$ cat config.mk
export PLATFORM = sky130hd
export DESIGN_NAME = peak_freq_bcd
export DESIGN_NICKNAME = d
export VERILOG_FILES = /design/src/rtl/peak_freq_pkg.sv /design/src/rtl/bcd_double_dabble.sv /design/src/rtl/peak_freq_bcd.sv
export SDC_FILE = /design/constraint.sdc
export NUM_CORES = 1
export LEC_CHECK = 0
export CAP_MARGIN = 20
export CORE_MARGIN = 2
export CORE_UTILIZATION = 45
export DETAILED_ROUTE_END_ITERATION = 8
export MAX_ROUTING_LAYER = met4
export PLACE_DENSITY = 0.69
export REMOVE_ABC_BUFFERS = 1
export SYNTH_ARGS = -nofsm -noshare
export SYNTH_HDL_FRONTEND = slang
export SYNTH_SLANG_ARGS = --single-unit
$ cat constraint.sdc
create_clock -name clk -period 6.25 [get_ports clk]
set_input_delay 1.25 -clock clk [delete_from_list [all_inputs] [get_ports clk]]
set_output_delay 1.25 -clock clk [all_outputs]
set_load 0.01 [all_outputs]
$ cat src/rtl/peak_freq_pkg.sv
// Shared FSM encoding, default parameters and widths for the peak-bin to BCD
// frequency readout.
package peak_freq_pkg;

  localparam int NSAMPLES_DEF = 1024;
  localparam int FS_HZ_DEF    = 48000;
  localparam int KW           = $clog2(NSAMPLES_DEF);
  localparam int FW           = 16;
  localparam int BCDW         = 20;

  typedef enum logic [1:0] {
    IDLE = 2'd0,
    MULT = 2'd1,
    CONV = 2'd2,
    DONE = 2'd3
  } state_t;

endpackage

$ cat src/rtl/bcd_double_dabble.sv
// Iterative 16-bit binary to 5-digit BCD converter, one shift-add-3 step per
// clock after a start pulse.
module bcd_double_dabble
  import peak_freq_pkg::*;
(
  input  logic            clk,
  input  logic            reset,
  input  logic            start,
  input  logic [FW-1:0]   bin,
  output logic            done,
  output logic [BCDW-1:0] bcd
);

  localparam int NDIG = BCDW / 4;
  localparam int CW   = $clog2(FW);
  localparam logic [CW-1:0] LAST = CW'(FW - 1);

  logic [FW-1:0]   bin_reg;
  logic [BCDW-1:0] bcd_reg;
  logic [BCDW-1:0] bcd_adj;
  logic [CW-1:0]   cnt_reg;
  logic            run_reg;

  genvar gi;
  generate
    for (gi = 0; gi < NDIG; gi++) begin : g_digit
      assign bcd_adj[4*gi +: 4] = (bcd_reg[4*gi +: 4] >= 4'd5) ?
                                  bcd_reg[4*gi +: 4] + 4'd3 :
                                  bcd_reg[4*gi +: 4];
    end
  endgenerate

  // done marks the cycle whose clock edge commits the final step; bcd holds
  // the finished result from the following cycle on.
  assign done = run_reg && (cnt_reg == LAST);
  assign bcd  = bcd_reg;

  always_ff @(posedge clk or negedge reset) begin
    if (!reset) begin
      bin_reg <= '0;
      bcd_reg <= '0;
      cnt_reg <= '0;
      run_reg <= 1'b0;
    end else if (start) begin
      bin_reg <= bin;
      bcd_reg <= '0;
      cnt_reg <= '0;
      run_reg <= 1'b1;
    end else if (run_reg) begin
      {bcd_reg, bin_reg} <= {bcd_adj[BCDW-2:0], bin_reg, 1'b0};
      cnt_reg            <= cnt_reg + CW'(1);
      if (done) begin
        run_reg <= 1'b0;
      end
    end
  end

endmodule

$ cat src/rtl/peak_freq_bcd.sv
// Converts an FFT peak bin index into a rounded frequency in Hz and its BCD
// digits, with a one-deep pending slot for indices arriving mid-conversion.
module peak_freq_bcd
  import peak_freq_pkg::*;
#(
  parameter int NSAMPLES = NSAMPLES_DEF,
  parameter int FS_HZ    = FS_HZ_DEF
)(
  input  logic                        clk,
  input  logic                        reset,
  input  logic [$clog2(NSAMPLES)-1:0] peak_k,
  input  logic                        peak_valid,
  output logic [FW-1:0]               freq_hz,
  output logic [BCDW-1:0]             bcd,
  output logic                        bcd_valid,
  output logic                        busy,
  output logic                        overrun
);

  localparam int KWIDTH = $clog2(NSAMPLES);
  localparam int PW     = (KWIDTH + FW + 1 > 26) ? KWIDTH + FW + 1 : 26;

  localparam logic [KWIDTH:0]   N_FULL  = (KWIDTH + 1)'(NSAMPLES);
  localparam logic [KWIDTH-1:0] N_HALF  = KWIDTH'(NSAMPLES / 2);
  localparam logic [PW-1:0]     FS_P    = PW'(FS_HZ);
  localparam logic [PW-1:0]     ROUND_P = PW'(NSAMPLES / 2);

  state_t state_reg, state_next;

  logic [KWIDTH-1:0] k_reg;
  logic              pend_reg;
  logic [KWIDTH-1:0] pend_k_reg;
  logic [FW-1:0]     freq_reg;
  logic [FW-1:0]     freq_hz_reg;
  logic [BCDW-1:0]   bcd_reg;
  logic              bcd_valid_reg;

  logic [KWIDTH:0]   k_eff;
  logic [PW-1:0]     prod;
  logic [FW-1:0]     freq_calc;
  logic              dd_start;
  logic              dd_done;
  logic [BCDW-1:0]   dd_bcd;

  // Bins above Nyquist mirror back; the Nyquist bin itself folds onto N/2.
  assign k_eff     = (k_reg < N_HALF) ? {1'b0, k_reg} : N_FULL - {1'b0, k_reg};
  assign prod      = PW'(k_eff) * FS_P + ROUND_P;
  assign freq_calc = FW'(prod >> KWIDTH);

  always_ff @(posedge clk or negedge reset) begin
    if (!reset) begin
      state_reg <= IDLE;
    end else begin
      state_reg <= state_next;
    end
  end

  always_comb begin
    state_next = state_reg;
    dd_start   = 1'b0;
    case (state_reg)
      IDLE: if (peak_valid) state_next = MULT;
      MULT: begin
        dd_start   = 1'b1;
        state_next = CONV;
      end
      CONV: if (dd_done) state_next = DONE;
      DONE: state_next = (peak_valid || pend_reg) ? MULT : IDLE;
      default: state_next = IDLE;
    endcase
  end

  always_ff @(posedge clk or negedge reset) begin
    if (!reset) begin
      k_reg         <= '0;
      pend_reg      <= 1'b0;
      pend_k_reg    <= '0;
      freq_reg      <= '0;
      freq_hz_reg   <= '0;
      bcd_reg       <= '0;
      bcd_valid_reg <= 1'b0;
    end else begin
      bcd_valid_reg <= 1'b0;
      case (state_reg)
        IDLE: if (peak_valid) k_reg <= peak_k;
        MULT, CONV: begin
          if (state_reg == MULT) freq_reg <= freq_calc;
          if (peak_valid) begin
            pend_reg   <= 1'b1;
            pend_k_reg <= peak_k;
          end
        end
        DONE: begin
          freq_hz_reg   <= freq_reg;
          bcd_reg       <= dd_bcd;
          bcd_valid_reg <= 1'b1;
          // A fresh strobe wins over the older pending index.
          if (peak_valid) begin
            k_reg <= peak_k;
          end else if (pend_reg) begin
            k_reg <= pend_k_reg;
          end
          pend_reg <= 1'b0;
        end
        default: ;
      endcase
    end
  end

  // The converter loads the same value MULT registers, so CONV starts at step 0.
  bcd_double_dabble u_dd (
    .clk   (clk),
    .reset (reset),
    .start (dd_start),
    .bin   (freq_calc),
    .done  (dd_done),
    .bcd   (dd_bcd)
  );

  assign freq_hz   = freq_hz_reg;
  assign bcd       = bcd_reg;
  assign bcd_valid = bcd_valid_reg;
  assign busy      = (state_reg != IDLE);
  assign overrun   = peak_valid && pend_reg && (state_reg != IDLE);

endmodule
==> metrics.md, run 1 <==
| Metric | Value |
|---|---|
| Height of the die | 137.4 um |
| WP data arrival | around 6.3 ns |
| Top-level port count | 52 |
| DP HPWL | 10820 um |
| Finished Layout Cells | 1099 |
| First-pass GRT wire length | 26020 um |
| Synth area leader | dfrtp_1 |
| Placed Cells | 1062 |
| Initial detailed-routing violation count | 207 |
| Synth area leaders | dfrtp_1 (37%), ha_1 (11%), fa_1 (8.7%) |
| Nets@finish | 980 |
| Reg2reg start | k_reg[5]$_DFFE_PN0P_ |
| Largest net degree at the start of global routing | 75 |
| Status | complete, no violations |
| Worst setup EP type | flop |
| Via Count | 5643 |
| FF-to-FF setup slack | ~0.33 ns |
| Synth-to-layout area growth | 18.23% |
| Worst slew pin tran | slightly above 1 ns |
| Synth cell count leaders | dfrtp_1 (117), inv_1 (109), ha_1 (71), nand2_1 (50), nor2_1 (48) |
| Hold depth | 1 |
| Crit-path max FO | 7 |
| Worst Hold Class | reg2reg |
| Number of fill cells | around 1.5k |
| Root Driver | clkbuf_16 |
| Final Max Slew Viols | 0 |
| Clock Latency Late Sink | 0.42 ns |
| Post-Route Utilization | 54.57% |
| Die Wd | 137.4 um |
| Number of global-route vias before repair | 5545 |
| Drt drc | 0 |
| Yosys reg bits | roughly 120 |
| Number of synthesized flops with an enable pin | 0 |
| Final count of negative-setup-slack endpoints | 0 |
| Mapped Cells | 802 |
| CTS tree | done |
| GRT Total Usage | 17.86% |
| Share of cells above drive strength 1 | 13.73% |
| Core area | between 15000 and 20000 um^2 |
| Final WL | 15350 um |
| Global-route congestion overflow total | 0 |
| Final min period | approximately 6 ns |
| Placement row count | 48 |
| Avg WL per Cell | ~14 um |
| Synth warnings | 0 |
| Worst r2r path cells | 21 |
| Setup Skew | 0.009064 ns |
| Post-synthesis cell type count | around 60 |
| Final period util | 94.79% |
| Clk pin slew, worst setup/hold paths | approximately 0.06 ns |
| Antenna cells | 0 |
| Worst path required time | approximately 6.6 ns |
| Ys flop type | dfrtp_1 |
| Vias per cell | just over 5 |
| Initial antenna violation count | 0 |
| Post-CTS Hold Buffers | 0 |
| CTS buffer count | 17 |
| Mean post-synth cell area | 9.989 um^2 |
| Top-count cell post-synth | dfrtp_1 |
| Worst Setup Start Kind | flop |
| Peak Freq | roughly 170 MHz |
| Placer Congestion | just under 0.9 |
| Yosys top cell area share | between 30% and 40% |
| Fraction of registers with async set or reset after synthesis | 100.0% |
| Max Root-Sink Buffers | 2 |
| Sequential area share after synthesis | 36.55% |
| DR pass1 iterations | 5 |
| Hold Fails Final Rpt | 0 |
| Hold path startpoint | freq_reg[4]$_DFFE_PN0P_ |
| Kind of critical path | reg2reg |
| Initial Util | 46.16% |
| Max-Cap Viols | 0 |
| Headroom to the max-slew limit | between 30% and 40% |
| Worst Hold Endpoint | freq_reg[4]$_DFFE_PN0P_ |
| R2R Path End | u_dd.bin_reg[15]$_DFFE_PN0P_ |
| Htree depth | 4 |
| Clk sink count | around 120 |
| Post-Syn Area | 8011 um^2 |
| DIE AREA | roughly 19000 um^2 |
| PortBufs | between 50 and 60 |
| Final ANT Viol Nets | 0 |
-- what timing repair did --
item                                    4_1_cts  5_1_grt
setup buffers                                 0        5
endpoints found under the setup margin        0       13
gates resized for setup                       0       13
endpoints found under the hold margin         0        0
-- critical path: stages, from the launching register on --
cell      delay, ns
dfrtp_1        0.43
or3_1          0.39
o21ai_0        0.23
xor2_1         0.28
inv_2          0.13
xnor2_1        0.17
ha_1           0.31
inv_1          0.06
fa_1           0.50
inv_1          0.05
fa_1           0.47
inv_1          0.05
fa_1           0.53
inv_1          0.04
ha_2           0.40
o211ai_2       0.13
o211a_1        0.27
o31ai_4        0.22
xnor2_1        0.15
or4_4          0.60
o31a_1         0.28
a211oi_1       0.18
-- stage by stage --
stage | worst slack (ns) | setup TNS, ns | cell area (um^2) | hold slack (ns)
after floorplan | 0.5476 | 0 | 7906 | 0.4456
after global placement | 0.1075 | 0 | 8762 | 0.4597
after detailed placement | 0.02520 | 0 | 8762 | 0.4670
after CTS | 0.02747 | 0 | 9385 | 0.4804
after global routing | -0.01561 | -0.01561 | 9472 | 0.5023
final | 0.3256 | 0 | 9472 | 0.4761
-- worst max-delay path by stage --
stage / start / end / slack, ns / depth (start not counted)
2_1_floorplan: k_reg[0]$_DFFE_PN0P_ / u_dd.bin_reg[15]$_DFFE_PN0P_ / 0.55 / 23
3_5_place_dp: k_reg[5]$_DFFE_PN0P_ / u_dd.bin_reg[15]$_DFFE_PN0P_ / 0.03 / 21
5_1_grt: k_reg[5]$_DFFE_PN0P_ / u_dd.bin_reg[15]$_DFFE_PN0P_ / -0.02 / 21
4_1_cts: k_reg[5]$_DFFE_PN0P_ / u_dd.bin_reg[15]$_DFFE_PN0P_ / 0.03 / 21
6_report: k_reg[5]$_DFFE_PN0P_ / u_dd.bin_reg[15]$_DFFE_PN0P_ / 0.33 / 21
3_3_place_gp: k_reg[5]$_DFFE_PN0P_ / u_dd.bin_reg[15]$_DFFE_PN0P_ / 0.11 / 21
-- final cells by class --
cell class | count | area, um^2 | area share [%]
flip-flops and latches | 117 | 2929 | 30.92
clock buffers | 19 | 452.9 | 4.782
repair buffers | 64 | 605.6 | 6.394
inverters | 110 | 412.9 | 4.359
well taps | 225 | 281.5 | 2.972
clock inverters | 13 | 170.2 | 1.797
multi-input cells | 551 | 4619 | 48.77
-- metal layers --
metal	up-vias	global-route usage, %	share of wire, %
li1	2833	-	-
met1	2715	23.40	49
met2	76	27.89	47
met3	19	3.054	2.4
met4	0	6.701	1.6
met5	-	-	0
-- cells by family (layout without fill, tap and decap cells) --
logic type | after synthesis | in the layout | share of synthesized area, %
AOI/OAI and AO/OA | 152 | 152 | 12.20
adders and majority gates | 107 | 107 | 19.96
DFF | 117 | 117 | 36.55
xor gates and xnor gates | 43 | 43 | 4.701
buffers and inverters | 137 | 206 | 6.606
other | 2 | 5 | 0.09374
muxes | 72 | 72 | 9.714
and+or+nand+nor | 172 | 172 | 10.18
-- cell usage in the layout, fill, tap and decap left out, types with 15 or more instances in the layout --
master,netlist,layout
xor2_1,17,17
mux2_2,46,46
inv_1,109,107
nor2_1,48,48
dfrtp_1,117,116
fa_1,35,35
clkdlybuf4s50_1,0,50
a211oi_1,15,15
mux2i_1,26,26
ha_1,71,67
nand2_1,50,50
a21oi_1,46,45
clkbuf_16,0,17
xnor2_1,26,25
o21ai_0,43,42
Power of run 1 is not shown: default switching activity piles up to over one toggle a cycle in this logic, so the estimate is an artifact.
==> run 2: changes to the inputs <==
--- a/config.mk
+++ b/config.mk
@@ -9,7 +9,6 @@
 export CORE_MARGIN = 2
 export CORE_UTILIZATION = 45
 export DETAILED_ROUTE_END_ITERATION = 8
-export MAX_ROUTING_LAYER = met4
 export PLACE_DENSITY = 0.69
 export REMOVE_ABC_BUFFERS = 1
 export SYNTH_ARGS = -nofsm -noshare
==> run 2 against run 1 <==
  * Critical path depth did not move
  * Die area unchanged
  * Global-route usage fell by 0.54 points
  * Core utilization unchanged
  * Clock skew increased by 0.0019 ns
  * Sequential share of layout area did not move
  * First-iteration DRC count decreased by 1.4%
  * Wire length decreased by 0.64%
  * Register-to-register slack barely moved
  * Worst setup slack better by 0.0020 ns
  * Via count down 0.16%
  * Flip-flop and latch count unchanged
==> metrics.md, run 2 (same netlist as run 1, synthesis figures left out) <==
| Metric | Value |
|---|---|
| Final instance area | 9472 um^2 (unchanged) |
| Crit-path max cell delay | 0.60 ns (about the same) |
| Initial Util | 46.16% (unchanged) |
| CP cell instances | or3_1 -> o21ai_0 -> xor2_1 -> inv_2 -> xnor2_1 -> ha_1 -> inv_1 -> fa_1 -> inv_1 -> fa_1 -> inv_1 -> fa_1 -> inv_1 -> ha_2 -> o211ai_2 -> o211a_1 -> o31ai_4 -> xnor2_1 -> or4_4 -> o31a_1 -> a211oi_1 |
| Status | complete, no violations |
| Critical path buffer and inverter count | 5 (unchanged) |
| Top sig layer | met4 |
| Final Max Slew Viols | 0 (unchanged) |
| CP most frequent cell | inv_1 |
| Placer Congestion | 0.8581 (-1.6%) |
| CTS buffer count | 17 (unchanged) |
| Max-Cap Viols | 0 (unchanged) |
| Wire length on met3 | 487 um (+31%) |
| Place WS | 0.02520 ns (unchanged) |
| Die Wd | 137.4 um (unchanged) |
| Avg WL per Cell | 13.88 um (-0.64%) |
| Post-CTS Hold Buffers | 0 (unchanged) |
| Htree depth | 4 (unchanged) |
| Routed met2 length | 7239 um (-0.49%) |
| Initial antenna violation count | 0 (unchanged) |
| Hold Fails Final Rpt | 0 (unchanged) |
| Final WL | 15250 um (-0.64%) |
| DR pass1 iterations | 4 (-1) |
| Vias per cell | 5.126 (-0.16%) |
| Setup Skew | 0.01092 ns (+0.001860 ns) |
| PortBufs | 51 (unchanged) |
| Max Root-Sink Buffers | 2 (unchanged) |
| Peak Freq | 168.9 MHz (about the same) |
| Headroom to the max-slew limit | 31.67% (+0.39 points) |
| Final ANT Viol Nets | 0 (unchanged) |
| Final min period | 5.922 ns (-0.001971 ns) |
| Commonest non-fill, non-tap cell in the layout | dfrtp_1 |
| Setup ws final | 0.3276 ns (+0.001971 ns) |
| First-pass GRT wire length | 26010 um (about the same) |
| Via Count | 5634 (-0.16%) |
| Delay-heaviest family, CP | adder cells |
| Most frequent cells in the layout | dfrtp_1 (116), inv_1 (107), ha_1 (67) |
| Top-level port count | 52 (unchanged) |
| GRT Total Usage | 17.32% (-0.54 points) |
| Drt drc | 0 (unchanged) |
| Root Driver | clkbuf_16 |
| Worst Setup Start Kind | flop |
| DIE AREA | 18890 um^2 (unchanged) |
| Synth-to-layout area growth | 18.23% (unchanged) |
| Placement row count | 48 (unchanged) |
| DP HPWL | 10820 um (unchanged) |
| Worst path required time | 6.57 ns (about the same) |
| Dpl cell area | 8762 um^2 (unchanged) |
| Worst slew pin tran | 1.025 ns (-0.005783 ns) |
| Slowest cell on crit path | or4_4 |
| Post-Route Utilization | 54.57% (unchanged) |
| Initial detailed-routing violation count | 204 (-1.4%) |
| Clock Latency Late Sink | 0.42 ns (about the same) |
| Final period util | 94.76% (about the same) |
| Height of the die | 137.4 um (unchanged) |
| CTS tree | done |
| Nets@finish | 980 (unchanged) |
| Core area | 17360 um^2 (unchanged) |
| Number of global-route vias before repair | 5556 (+0.20%) |
| Crit-path max FO | 7 (unchanged) |
| Kind of critical path | reg2reg |
| Antenna cells | 0 (unchanged) |
| Largest net degree at the start of global routing | 75 (unchanged) |
| Final count of negative-setup-slack endpoints | 0 (unchanged) |
| Global-route congestion overflow total | 0 (unchanged) |
| Met1 wire length | 7312 um (-1.9%) |
| Worst Hold Class | reg2reg |
| Share of cells above drive strength 1 | 13.73% (unchanged) |
| Clk pin slew, worst setup/hold paths | 0.06 ns (about the same) |
| Hold WS | 0.4761 ns (+0.00001000 ns) |
| Worst setup EP type | flop |
| Clk sink count | 117 (unchanged) |
| WP data arrival | 6.24 ns (about the same) |
==> run 2: what timing repair did <==
action	CTS	global route
setup endpoints to repair	0	13
resized for setup	0	13
setup buffers	0	5
==> run 2: path summary, 6_finish.rpt <==
kind                                         start                           end  slack [ns]  cells after the start
setup / recovery              k_reg[5]$_DFFE_PN0P_  u_dd.bin_reg[15]$_DFFE_PN0P_        0.33                     21
hold / removal             freq_reg[4]$_DFFE_PN0P_       freq_reg[4]$_DFFE_PN0P_        0.48                      1
min in group asynchronous                    reset           bcd[19]$_DFFE_PN0P_        0.97                      1
hold reg to reg            freq_reg[4]$_DFFE_PN0P_       freq_reg[4]$_DFFE_PN0P_        0.48                      1
max in group asynchronous                    reset        u_dd.run_reg$_DFF_PN0_        4.13                      2
setup reg to reg              k_reg[5]$_DFFE_PN0P_  u_dd.bin_reg[15]$_DFFE_PN0P_        0.33                     21
==> run 2: cell type report <==
cell class	instances	area (um^2)
repair buffers	64	605.6
inverters	110	412.9
flip-flops and latches	117	2929
clock buffers	19	452.9
fillers	1498	7885
multi-input cells	551	4619
well taps	225	281.5
clock inverters	13	170.2
==> run 2: worst reg2reg max path, cell delays in order, from the launching register on <==
cell and delay, ns:
dfrtp_1 0.43, or3_1 0.39, o21ai_0 0.23, xor2_1 0.28, inv_2 0.13, xnor2_1 0.17
ha_1 0.31, inv_1 0.06, fa_1 0.50, inv_1 0.05, fa_1 0.47, inv_1 0.05
fa_1 0.53, inv_1 0.04, ha_2 0.40, o211ai_2 0.13, o211a_1 0.27, o31ai_4 0.22
xnor2_1 0.15, or4_4 0.60, o31a_1 0.27, a211oi_1 0.18
==> run 2: layer usage <==
metal  up-vias  GRT usage (%)
met3        18          3.385
met5         -              0
li1       2833              -
met4         0          6.014
met1      2691          23.40
met2        92          27.86
==> run 2: stage by stage <==
| stage | setup TNS (ns) | cells |
|---|---|---|
| 6_report | 0 | 1099 |
| 5_1_grt | -0.01429 | 1099 |
| 4_1_cts | 0 | 1094 |
| 3_5_place_dp | 0 | 1062 |
| 3_3_place_gp | 0 | 1062 |
| 2_1_floorplan | 0 | 778 |
Power of run 2 is left out for the same reason.
